$ cat src/rtl/universal_shift_register.sv
`default_nettype none
// ============================================================================
// Module   : universal_shift_register
// Brief    : WIDTH-bit register with hold / shift right / shift left / load.
//            Define USR_ROTATE_EN to turn the shifts into rotates.
// Revision : 1.0 - initial release
// ============================================================================
module universal_shift_register #(
  parameter int WIDTH = 4
) (
  input  logic             clk,
  input  logic             rst,
  input  logic [WIDTH-1:0] in,
  input  logic [1:0]       sel,
  output logic [WIDTH-1:0] out
);

  localparam logic [1:0] c_SEL_HOLD = 2'b00;
  localparam logic [1:0] c_SEL_SHR  = 2'b01;
  localparam logic [1:0] c_SEL_SHL  = 2'b10;
  localparam logic [1:0] c_SEL_LOAD = 2'b11;

  logic [WIDTH-1:0] r_q;
  logic             w_fill_msb;
  logic             w_fill_lsb;

`ifdef USR_ROTATE_EN
  // Rotate: the bit falling off one end re-enters at the other.
  assign w_fill_msb = r_q[0];
  assign w_fill_lsb = r_q[WIDTH-1];
`else
  assign w_fill_msb = in[WIDTH-1];
  assign w_fill_lsb = in[0];
`endif

  always_ff @(posedge clk) begin
    if (rst) begin
      r_q <= '0;
    end else begin
      case (sel)
        c_SEL_HOLD: r_q <= r_q;
        c_SEL_SHR:  r_q <= {w_fill_msb, r_q[WIDTH-1:1]};
        c_SEL_SHL:  r_q <= {r_q[WIDTH-2:0], w_fill_lsb};
        c_SEL_LOAD: r_q <= in;
        default:    r_q <= r_q;
      endcase
    end
  end

  assign out = r_q;

endmodule
`default_nettype wire

$ cat config.mk
export PLATFORM = sky130hd
export DESIGN_NAME = universal_shift_register
export DESIGN_NICKNAME = d
export VERILOG_FILES = /design/src/rtl/universal_shift_register.sv
export SDC_FILE = /design/constraint.sdc
export NUM_CORES = 1
export LEC_CHECK = 0
export CAP_MARGIN = 30
export CORE_AREA = 5 5 42 44
export CTS_CLUSTER_SIZE = 24
export DETAILED_ROUTE_END_ITERATION = 12
export DIE_AREA = 0 0 47 49
export PLACE_DENSITY = 0.41
export SETUP_SLACK_MARGIN = 0.02
export SLEW_MARGIN = 30
export SYNTH_ARGS = -nofsm -noshare
export SYNTH_HDL_FRONTEND = slang
export SYNTH_SLANG_ARGS = --single-unit
$ cat constraint.sdc
create_clock -name clk -period 1.3 [get_ports clk]
set_input_delay 0.195 -clock clk [delete_from_list [all_inputs] [get_ports clk]]
set_output_delay 0.195 -clock clk [all_outputs]
set_load 0.01 [all_outputs]
==> impl_metrics.csv <==
group,metric,value,unit
outcome,status,"finished clean",
clock_tree,cts.clk_slew.worst_paths,40,ps
routing,wire_per_inst,12.8,um
sta,holdWs,574,ps
global_routing,first_global_vias,230,
clock_tree,numCtsBuffers,3,
die,chipHeight,49,um
sta,finalCritPeriodShare,0.940,
routing,vias,203,
clock_tree,cts_tree,"yes",
finish,num_antenna_cells,0,
setup_path,worst-r2r-cell-count,2,
sta,fin_crit,1220,ps
setup_path,rrSetupSlack,240,ps
setup_path,worstPathRequired,1420,ps
logic_synthesis,yosys.area_share.simple,0.193,
global_routing,track_usage,0.0621,
logic_synthesis,synth_compound_area_frac,0.0723,
logic_synthesis,synth_fa_ha_area_frac,0,
die,start_util,0.148,
logic_synthesis,synth_nets,24,
die,dieWidth,47,um
sta,rsz0062_at_grt,"false",
sta,setup_viol,0,
routing,drt_iter0_markers,3,
logic_synthesis,yosys.area.top_type_share,0.386,
setup_path,cp-end-kind,"flip-flop",
sta,final.setup_skew,3.29,ps
logic_synthesis,synth_area_leader_cell,"dfxtp_1",
sta,worst_pin_slew,282,ps
logic_synthesis,muxShareOfSynthArea,0.313,
finish,drive_gt1_frac,0.281,
power_and_ir_drop,p_leak,0.000164,uW
hold_path,hold_depth,2,
setup_path,start_kind,"input port",
power_and_ir_drop,peakVddDrop,0.286,mV
die,io_pins,12,
logic_synthesis,syn_inst,16,
power_and_ir_drop,power.density,1010,mW/mm^2
routing,ant_nets,0,
die,num_rows,14,
clock_tree,hold_buffers,0,
clock_tree,cts_max_level,1,
clock_tree,clockBufferDepth,2,
finish,syn_to_final_growth,78.3,%
placement,portBuffers,11,
global_routing,grt_start_max_net_pins,5,
hold_path,worst_hold_path_type,"reg2reg",
finish,final_cell_mix,"clkdlybuf4s50_1 (7), dfxtp_1 (4), dlygate4sd2_1 (4)",
logic_synthesis,ys_ff_latch,4,
global_routing,grt_overflow,0,
hold_path,worstHoldEndpoint,"out[3]$_SDFFE_PP0P_",
setup_path,path_max_fanout,2,
hold_path,min_from,"out[3]$_SDFFE_PP0P_",
finish,fin_util,0.264,
finish,largest_reg_flops,4,
routing,drt-total-wl,613,um
die,die-area,0.00230,sq mm
global_routing,grt_antenna_before_repair,0,
clock_tree,root_buffer,"clkbuf_4",
logic_synthesis,synth_top_family_by_area,"multiplexers",
logic_synthesis,ys.warnings.count,0,
routing,drc,0,
clock_tree,cts.sinks,4,
sta,relSlewSlack,0.811,
clock_tree,insertion_delay,230,ps
routing,avgViaCountPerCell,4.23,
setup_path,arrival,1340,ps
placement,gp_congestion,0.688,
finish,final_common_cell,"clkdlybuf4s50_1",
logic_synthesis,ys_top_cells_by_area,"dfxtp_1 (39%), mux4_2 (22%), nor2b_4 (13%)",
logic_synthesis,avgSynthCellArea,13.0,sq um
clock_tree,postCtsSetupRepairBufs,0,
routing,drt-pass1-iter-count,4,
logic_synthesis,yosysSeqAreaShare,0.386,
sta,fmax,818,MHz
logic_synthesis,synth_cell_type_count,7,
logic_synthesis,synthXorXnorAreaFrac,0,
die,coreArea,0.00140,sq mm
finish,nets,42,
sta,hold_viol,0,
sta,drv_slew,0,
flow_run,drv_cap,0,
setup_path,worstSetupPathType,"in2reg",
global_routing,grt_pass1_wl,966,um
setup_path,timing.rr.end,"out[1]$_SDFFE_PP0P_",
setup_path,reg2reg_from,"out[2]$_SDFFE_PP0P_",
logic_synthesis,netlist_area,208,sq um
[worst max-delay path: stages]
cell             delay, ps
clkdlybuf4s50_1        500
mux4_2                 510
nor2b_4                130
[what timing repair did]
item	in CTS	in global routing
resized for setup	4	0
endpoints found under the hold margin	0	0
endpoints found under the setup margin	4	0
[layout make-up]
class	instances	area, sq um
repair buffers	13	120
inverters	2	7.51
well taps	16	20.0
flip-flops and latches	4	80.1
multi-input cells	10	120
clock buffers	3	22.5
fillers	160	1030
[per-layer routing]
layer  global-route usage  wire length, um  up-vias
li1                     -                -       91
met3               0.0369               74        0
met1               0.0640              235       98
met5                    0                0        -
met2               0.0837              303       14
met4               0.0553                0        0
[logic make-up after synthesis]
kind of cell,after synthesis
multiplexers,4
flip-flops,4
AND/OR/NAND/NOR,4
AO/OA/AOI/OAI,2
buffers and inverters,2
[metrics by stage]
stage	setup WS [ps]	area [sq um]	power, uW	TNS (ps)	instances
2_1_floorplan	279	208	172	0	16
3_3_place_gp	-139	353	224	-274	45
3_5_place_dp	-159	353	227	-317	45
4_1_cts	82.6	370	382	0	48
5_1_grt	58.8	370	401	0	48
6_report	78.2	370	375	0	48
[synthesized netlist by cell type, drive strengths merged]
cell / count
dfxtp: 4
a211oi: 2
inv: 2
mux2i: 2
mux4: 2
nor2b: 4
[how the worst max path moves through the flow]
stage          cells after the start           startpoint                   to  slack, ps
5_1_grt                            3               sel[0]  out[2]$_SDFFE_PP0P_         60
3_3_place_gp                       3               sel[0]  out[2]$_SDFFE_PP0P_       -140
4_1_cts                            3               sel[0]  out[2]$_SDFFE_PP0P_         80
2_1_floorplan                      2  out[2]$_SDFFE_PP0P_  out[1]$_SDFFE_PP0P_        280
3_5_place_dp                       3               sel[0]  out[2]$_SDFFE_PP0P_       -160
6_report                           3               sel[0]  out[2]$_SDFFE_PP0P_         80
[report_power, final]
part / switching, uW / leakage (uW) / internal (uW) / total, uW
combinational: 26.3 / 0.000117 / 52.8 / 79.1
clock: 52.9 / 0.0000138 / 103 / 156
sequential: 7.87 / 0.0000330 / 132 / 140
total: 87.0 / 0.000164 / 288 / 375
(Power assumes the default switching activity.)
==> patch 1 (same flow settings) <==
`WIDTH`: 4 -> 3.
--- a/src/rtl/universal_shift_register.sv
+++ b/src/rtl/universal_shift_register.sv
@@ -6,7 +6,7 @@
 // Revision : 1.0 - initial release
 // ============================================================================
 module universal_shift_register #(
-  parameter int WIDTH = 4
+  parameter int WIDTH = 3
 ) (
   input  logic             clk,
   input  logic             rst,
Interface: changed (resized in and out); port bits go from 12 to 10. No check against the original RTL was run, so the function may have changed too.
==> patch 1 against the unedited design <==
  * Worst setup slack gained 0.0097 ns
  * Sequential cell count shrank 1
  * Utilization shrank 5.1 points
  * Wire length shrank 36%
  * Final area shrank 19%
  * Total power shrank 13%
  * Combinational power shrank 24%
  * Sequential share of layout area shrank 1.5 points
  * Highest routed layer unchanged
  * Clock skew grew 0.00053 ns
  * Area after synthesis shrank 27%
  * Count of clock-buffer cells in the layout grew 1
==> patch 1: results (changes against the unedited design) <==
{
  "grt_start_max_net_pins": {"value": 5, "change": "unchanged"},
  "timing.hold.worst.start": "in[0]",
  "power.static_leakage": {"value": 0.134, "unit": "nW", "change": "-18%"},
  "timing.critical_path.from": "sel[0]",
  "worst_r2r_startpoint": "out[0]",
  "async_reset_ff_share": {"value": 0, "unit": "%", "change": "unchanged"},
  "grt_pass1_wl": {"value": 676, "unit": "um", "change": "-30%"},
  "hold_path_depth": {"value": 3, "change": "+1"},
  "ys_seq_area_share": {"value": 39.7, "unit": "%", "change": "+1.1 points"},
  "insertion_delay": {"value": 0.23, "unit": "ns", "change": "about the same"},
  "finalClockSkew": {"value": 0.00382, "unit": "ns", "change": "+0.000529 ns"},
  "run_status": "complete, no violations",
  "regToRegSetupSlack": {"value": 0.29, "unit": "ns", "change": "+0.05 ns"},
  "dominantRegCellSynth": "sky130_fd_sc_hd__dfxtp_1",
  "routed_wire_length": {"value": 390, "unit": "um", "change": "-36%"},
  "synthesis.area_per_instance": {"value": 11.6, "unit": "sq um", "change": "-10%"},
  "grt_pass1_vias": {"value": 167, "change": "-27%"},
  "path_max_fanout": {"value": 2, "change": "unchanged"},
  "synth_top_cells_by_area": "sky130_fd_sc_hd__dfxtp_1 40%, sky130_fd_sc_hd__mux4_2 15%, sky130_fd_sc_hd__mux2i_1 13%",
  "min_delay_worst_endpoint": "out[0]",
  "vdd.ir_drop.worst": {"value": 0.296, "unit": "mV", "change": "+3.7%"},
  "dp_hpwl_um": 326,
  "number_of_nets_in_the_layout": {"value": 36, "change": "-14%"},
  "globalRouteTotalUtil": {"value": 4.51, "unit": "%", "change": "-1.7 points"},
  "hold_class": "primary input to register",
  "buffers_added_on_ports": {"value": 9, "change": "-2"},
  "initial_drc_count": {"value": 0, "change": "-3"},
  "place.gp.congestion": {"value": 0.752, "change": "+9.3%"},
  "list_of_most_frequent_post_synthesis_cells": "3 x sky130_fd_sc_hd__dfxtp_1, 2 x sky130_fd_sc_hd__a211oi_1, 2 x sky130_fd_sc_hd__inv_1, 2 x sky130_fd_sc_hd__mux2i_1, 2 x sky130_fd_sc_hd__nor2b_1",
  "vias_per_cell": {"value": 3.25, "change": "-23%"},
  "final_layout_size_suffix_gt1_share": {"value": 25.0, "unit": "%", "change": "-3.1 points"},
  "timing.rr.end": "out[1]",
  "ctsResizeCount": {"value": 3, "change": "-1"},
  "clock_tree.buffer_depth": {"value": 2, "change": "unchanged"},
  "crit_arrival_ns": 1.33,
  "detailedPlace.worstSlack": {"value": -0.159, "unit": "ns", "change": "+0.000191 ns"},
  "drt_pass1_iterations": {"value": 1, "change": "-3"},
  "dp.cells": {"value": 40, "change": "-11%"},
  "synth.net_count": {"value": 20, "change": "-17%"},
  "largest_reg_flops": {"value": 3, "change": "-1"},
  "slew-limit-headroom": {"value": 87.7, "unit": "%", "change": "+6.6 points"},
  "post_drt_wl_per_cell": {"value": 8.86, "unit": "um", "change": "-31%"}
}
## patch 1: changes by cell type after synthesis
| cell | before | now |
|---|---|---|
| sky130_fd_sc_hd__dfxtp_1 | 4 | 3 |
| sky130_fd_sc_hd__nor2b_4 | 2 | 1 |
| sky130_fd_sc_hd__mux4_2 | 2 | 1 |
## patch 1: how the worst max path moves through the flow
stage                         to  slack, ns  cells past startpoint
after global placement    out[1]      -0.14                      3
after CTS                 out[1]       0.08                      3
after global routing      out[1]       0.05                      3
final                     out[1]       0.09                      3
after detailed placement  out[1]      -0.16                      3
after floorplan           out[1]       0.28                      2
## patch 1: metal layers
layer	vias up	GRT usage, %	part of all wire, %
met5	-	0	0
met4	0	5.53	0
met3	0	2.58	17
met2	10	4.07	30
met1	57	5.96	53
li1	76	-	-
## patch 1: through the flow
stage | power [mW] | area [sq um] | hold WS [ns]
2_1_floorplan | 0.128 | 151 | 0.259
3_3_place_gp | 0.170 | 277 | 0.571
3_5_place_dp | 0.171 | 277 | 0.575
4_1_cts | 0.339 | 299 | 0.568
5_1_grt | 0.348 | 299 | 0.597
6_report | 0.328 | 299 | 0.573
## patch 1: worst max-delay path, stage by stage
cell                              delay, ns
sky130_fd_sc_hd__clkdlybuf4s50_1       0.50
sky130_fd_sc_hd__mux4_2                0.50
sky130_fd_sc_hd__nor2b_4               0.13
## patch 1: cell families after synthesis
kind of cell	count (synthesis)	synth area share, %
and+or+nand+nor	3	17.4
AOI/OAI and AO/OA	2	9.91
muxes	3	28.1
DFF	3	39.7
buffers and inverters	2	4.96
## patch 1: power by group
group          total (mW)  switching [mW]  internal (mW)
clock network       0.164          0.0489          0.115
registers           0.104         0.00481         0.0992
logic              0.0601          0.0192         0.0409
total               0.328          0.0730          0.255
## patch 1: cell type report
cell class | instances | area (sq um)
fillers | 156 | 1100
repair buffers | 11 | 101
multi-input cells | 8 | 83.8
flip-flops and latches | 3 | 60.1
clock buffers | 4 | 26.3
well taps | 16 | 20.0
inverters | 2 | 7.51
==> patch 2 (same settings) <==
Made on the original files. Register the inputs `in` and `sel` before use, without a reset. The logic sees them one clock later.
--- a/src/rtl/universal_shift_register.sv
+++ b/src/rtl/universal_shift_register.sv
@@ -20,6 +20,14 @@
   localparam logic [1:0] c_SEL_SHL  = 2'b10;
   localparam logic [1:0] c_SEL_LOAD = 2'b11;
 
+  logic [WIDTH-1:0] in_q;
+  logic [1:0] sel_q;
+
+  always_ff @(posedge clk) begin
+    in_q  <= in;
+    sel_q <= sel;
+  end
+
   logic [WIDTH-1:0] r_q;
   logic             w_fill_msb;
   logic             w_fill_lsb;
@@ -29,19 +37,19 @@
   assign w_fill_msb = r_q[0];
   assign w_fill_lsb = r_q[WIDTH-1];
 `else
-  assign w_fill_msb = in[WIDTH-1];
-  assign w_fill_lsb = in[0];
+  assign w_fill_msb = in_q[WIDTH-1];
+  assign w_fill_lsb = in_q[0];
 `endif
 
   always_ff @(posedge clk) begin
     if (rst) begin
       r_q <= '0;
     end else begin
-      case (sel)
+      case (sel_q)
         c_SEL_HOLD: r_q <= r_q;
         c_SEL_SHR:  r_q <= {w_fill_msb, r_q[WIDTH-1:1]};
         c_SEL_SHL:  r_q <= {r_q[WIDTH-2:0], w_fill_lsb};
-        c_SEL_LOAD: r_q <= in;
+        c_SEL_LOAD: r_q <= in_q;
         default:    r_q <= r_q;
       endcase
     end
Function: changed (a bounded check fails within 4 cycles, from zero or initial values and one cycle with rst high).
==> patch 2 against the unedited design <==
  * Wire length is 15% lower
  * Sequential share of layout area increased by 18 points
  * Global-route usage fell by 0.52 points
  * Synthesized cell count increased by 38%
  * Area after synthesis increased by 58%
  * Count of clock-buffer cells in the layout grew 1
  * Final area rose by 36%
  * Worst setup slack improved by 0.12 ns
  * Sequential cell count is 6 higher
  * Total power up 81%
  * Critical path type is now register to output pin
==> patch 2: results (changes against the unedited design) <==
{
  "power.static_leakage": {"value": 0.221, "unit": "nW", "change": "+35%"},
  "vdd.ir_drop.worst": {"value": 0.530, "unit": "mV", "change": "+85%"},
  "cp_slowest_stage_delay": {"value": 0.37, "unit": "ns", "change": "-0.14 ns"},
  "globalRouteTotalUtil": {"value": 5.69, "unit": "%", "change": "-0.52 points"},
  "initial_drc_count": {"value": 0, "change": "-3"},
  "regToRegSetupSlack": {"value": 0.20, "unit": "ns", "change": "-0.04 ns"},
  "dp_area": {"value": 473, "unit": "sq um", "change": "+34%"},
  "grt_pass1_vias": {"value": 219, "change": "-4.8%"},
  "postLayoutSetupSlackWorst": {"value": 0.195, "unit": "ns", "change": "+0.116 ns"},
  "vias_per_cell": {"value": 3.95, "change": "-6.7%"},
  "synthesis.instances": {"value": 22, "change": "+6"},
  "slew-limit-headroom": {"value": 82.1, "unit": "%", "change": "+0.99 points"},
  "min_delay_worst_endpoint": "in_q[0]",
  "setup.worst_path.end": "out[1]",
  "final_layout_size_suffix_gt1_share": {"value": 25.6, "unit": "%", "change": "-2.5 points"},
  "worst_r2r_startpoint": "sel_q[1]",
  "dr_wl_met2": {"value": 264, "unit": "um", "change": "-13%"},
  "path_clk_slew": {"value": 0.06, "unit": "ns", "change": "+0.02 ns"},
  "timing.critical_path.from": "out[1]",
  "p_sw": {"value": 0.132, "unit": "mW", "change": "+52%"},
  "timing.rr.end": "out[2]",
  "run_status": "complete, no violations",
  "place.gp.congestion": {"value": 0.599, "change": "-13%"},
  "finish.cell_count_without_fillers": {"value": 55, "change": "+15%"},
  "hold_class": "primary input to register",
  "insertion_delay": {"value": 0.25, "unit": "ns", "change": "+0.02 ns"},
  "ys_seq_area_share": {"value": 61.1, "unit": "%", "change": "+23 points"},
  "met2_usage": {"value": 7.47, "unit": "%", "change": "-0.90 points"},
  "synth_top_cells_by_area": "sky130_fd_sc_hd__dfxtp_1 61%, sky130_fd_sc_hd__mux4_2 14%, sky130_fd_sc_hd__nor2b_4 8.4%",
  "finalClockSkew": {"value": 0.000704, "unit": "ns", "change": "-0.00258 ns"}
}
-- patch 2: final cells by class --
class,count,area [sq um],area share [%]
Timing Repair Buffer,13,120,23.8
Tap cell,16,20.0,3.97
Clock buffer,4,36.3,7.20
Multi-Input combinational cell,10,120,23.8
Sequential cell,10,200,39.7
Inverter,2,7.51,1.49
-- patch 2: cells by family after synthesis --
group / count (synthesis) / synth area share [%]
simple gates: 4 / 12.2
buf+inv: 2 / 2.29
flops: 10 / 61.1
compound gates: 2 / 4.58
mux: 4 / 19.8
-- patch 2: power groups by stage --
| stage | Clock, mW | Combinational (mW) | Sequential (mW) |
|---|---|---|---|
| after CTS | 0.281 | 0.0759 | 0.336 |
| after global placement | 0 | 0.0815 | 0.343 |
| after floorplan | 0 | 0.0279 | 0.347 |
| after detailed placement | 0 | 0.0813 | 0.343 |
| after global routing | 0.294 | 0.0802 | 0.338 |
| final | 0.270 | 0.0745 | 0.335 |
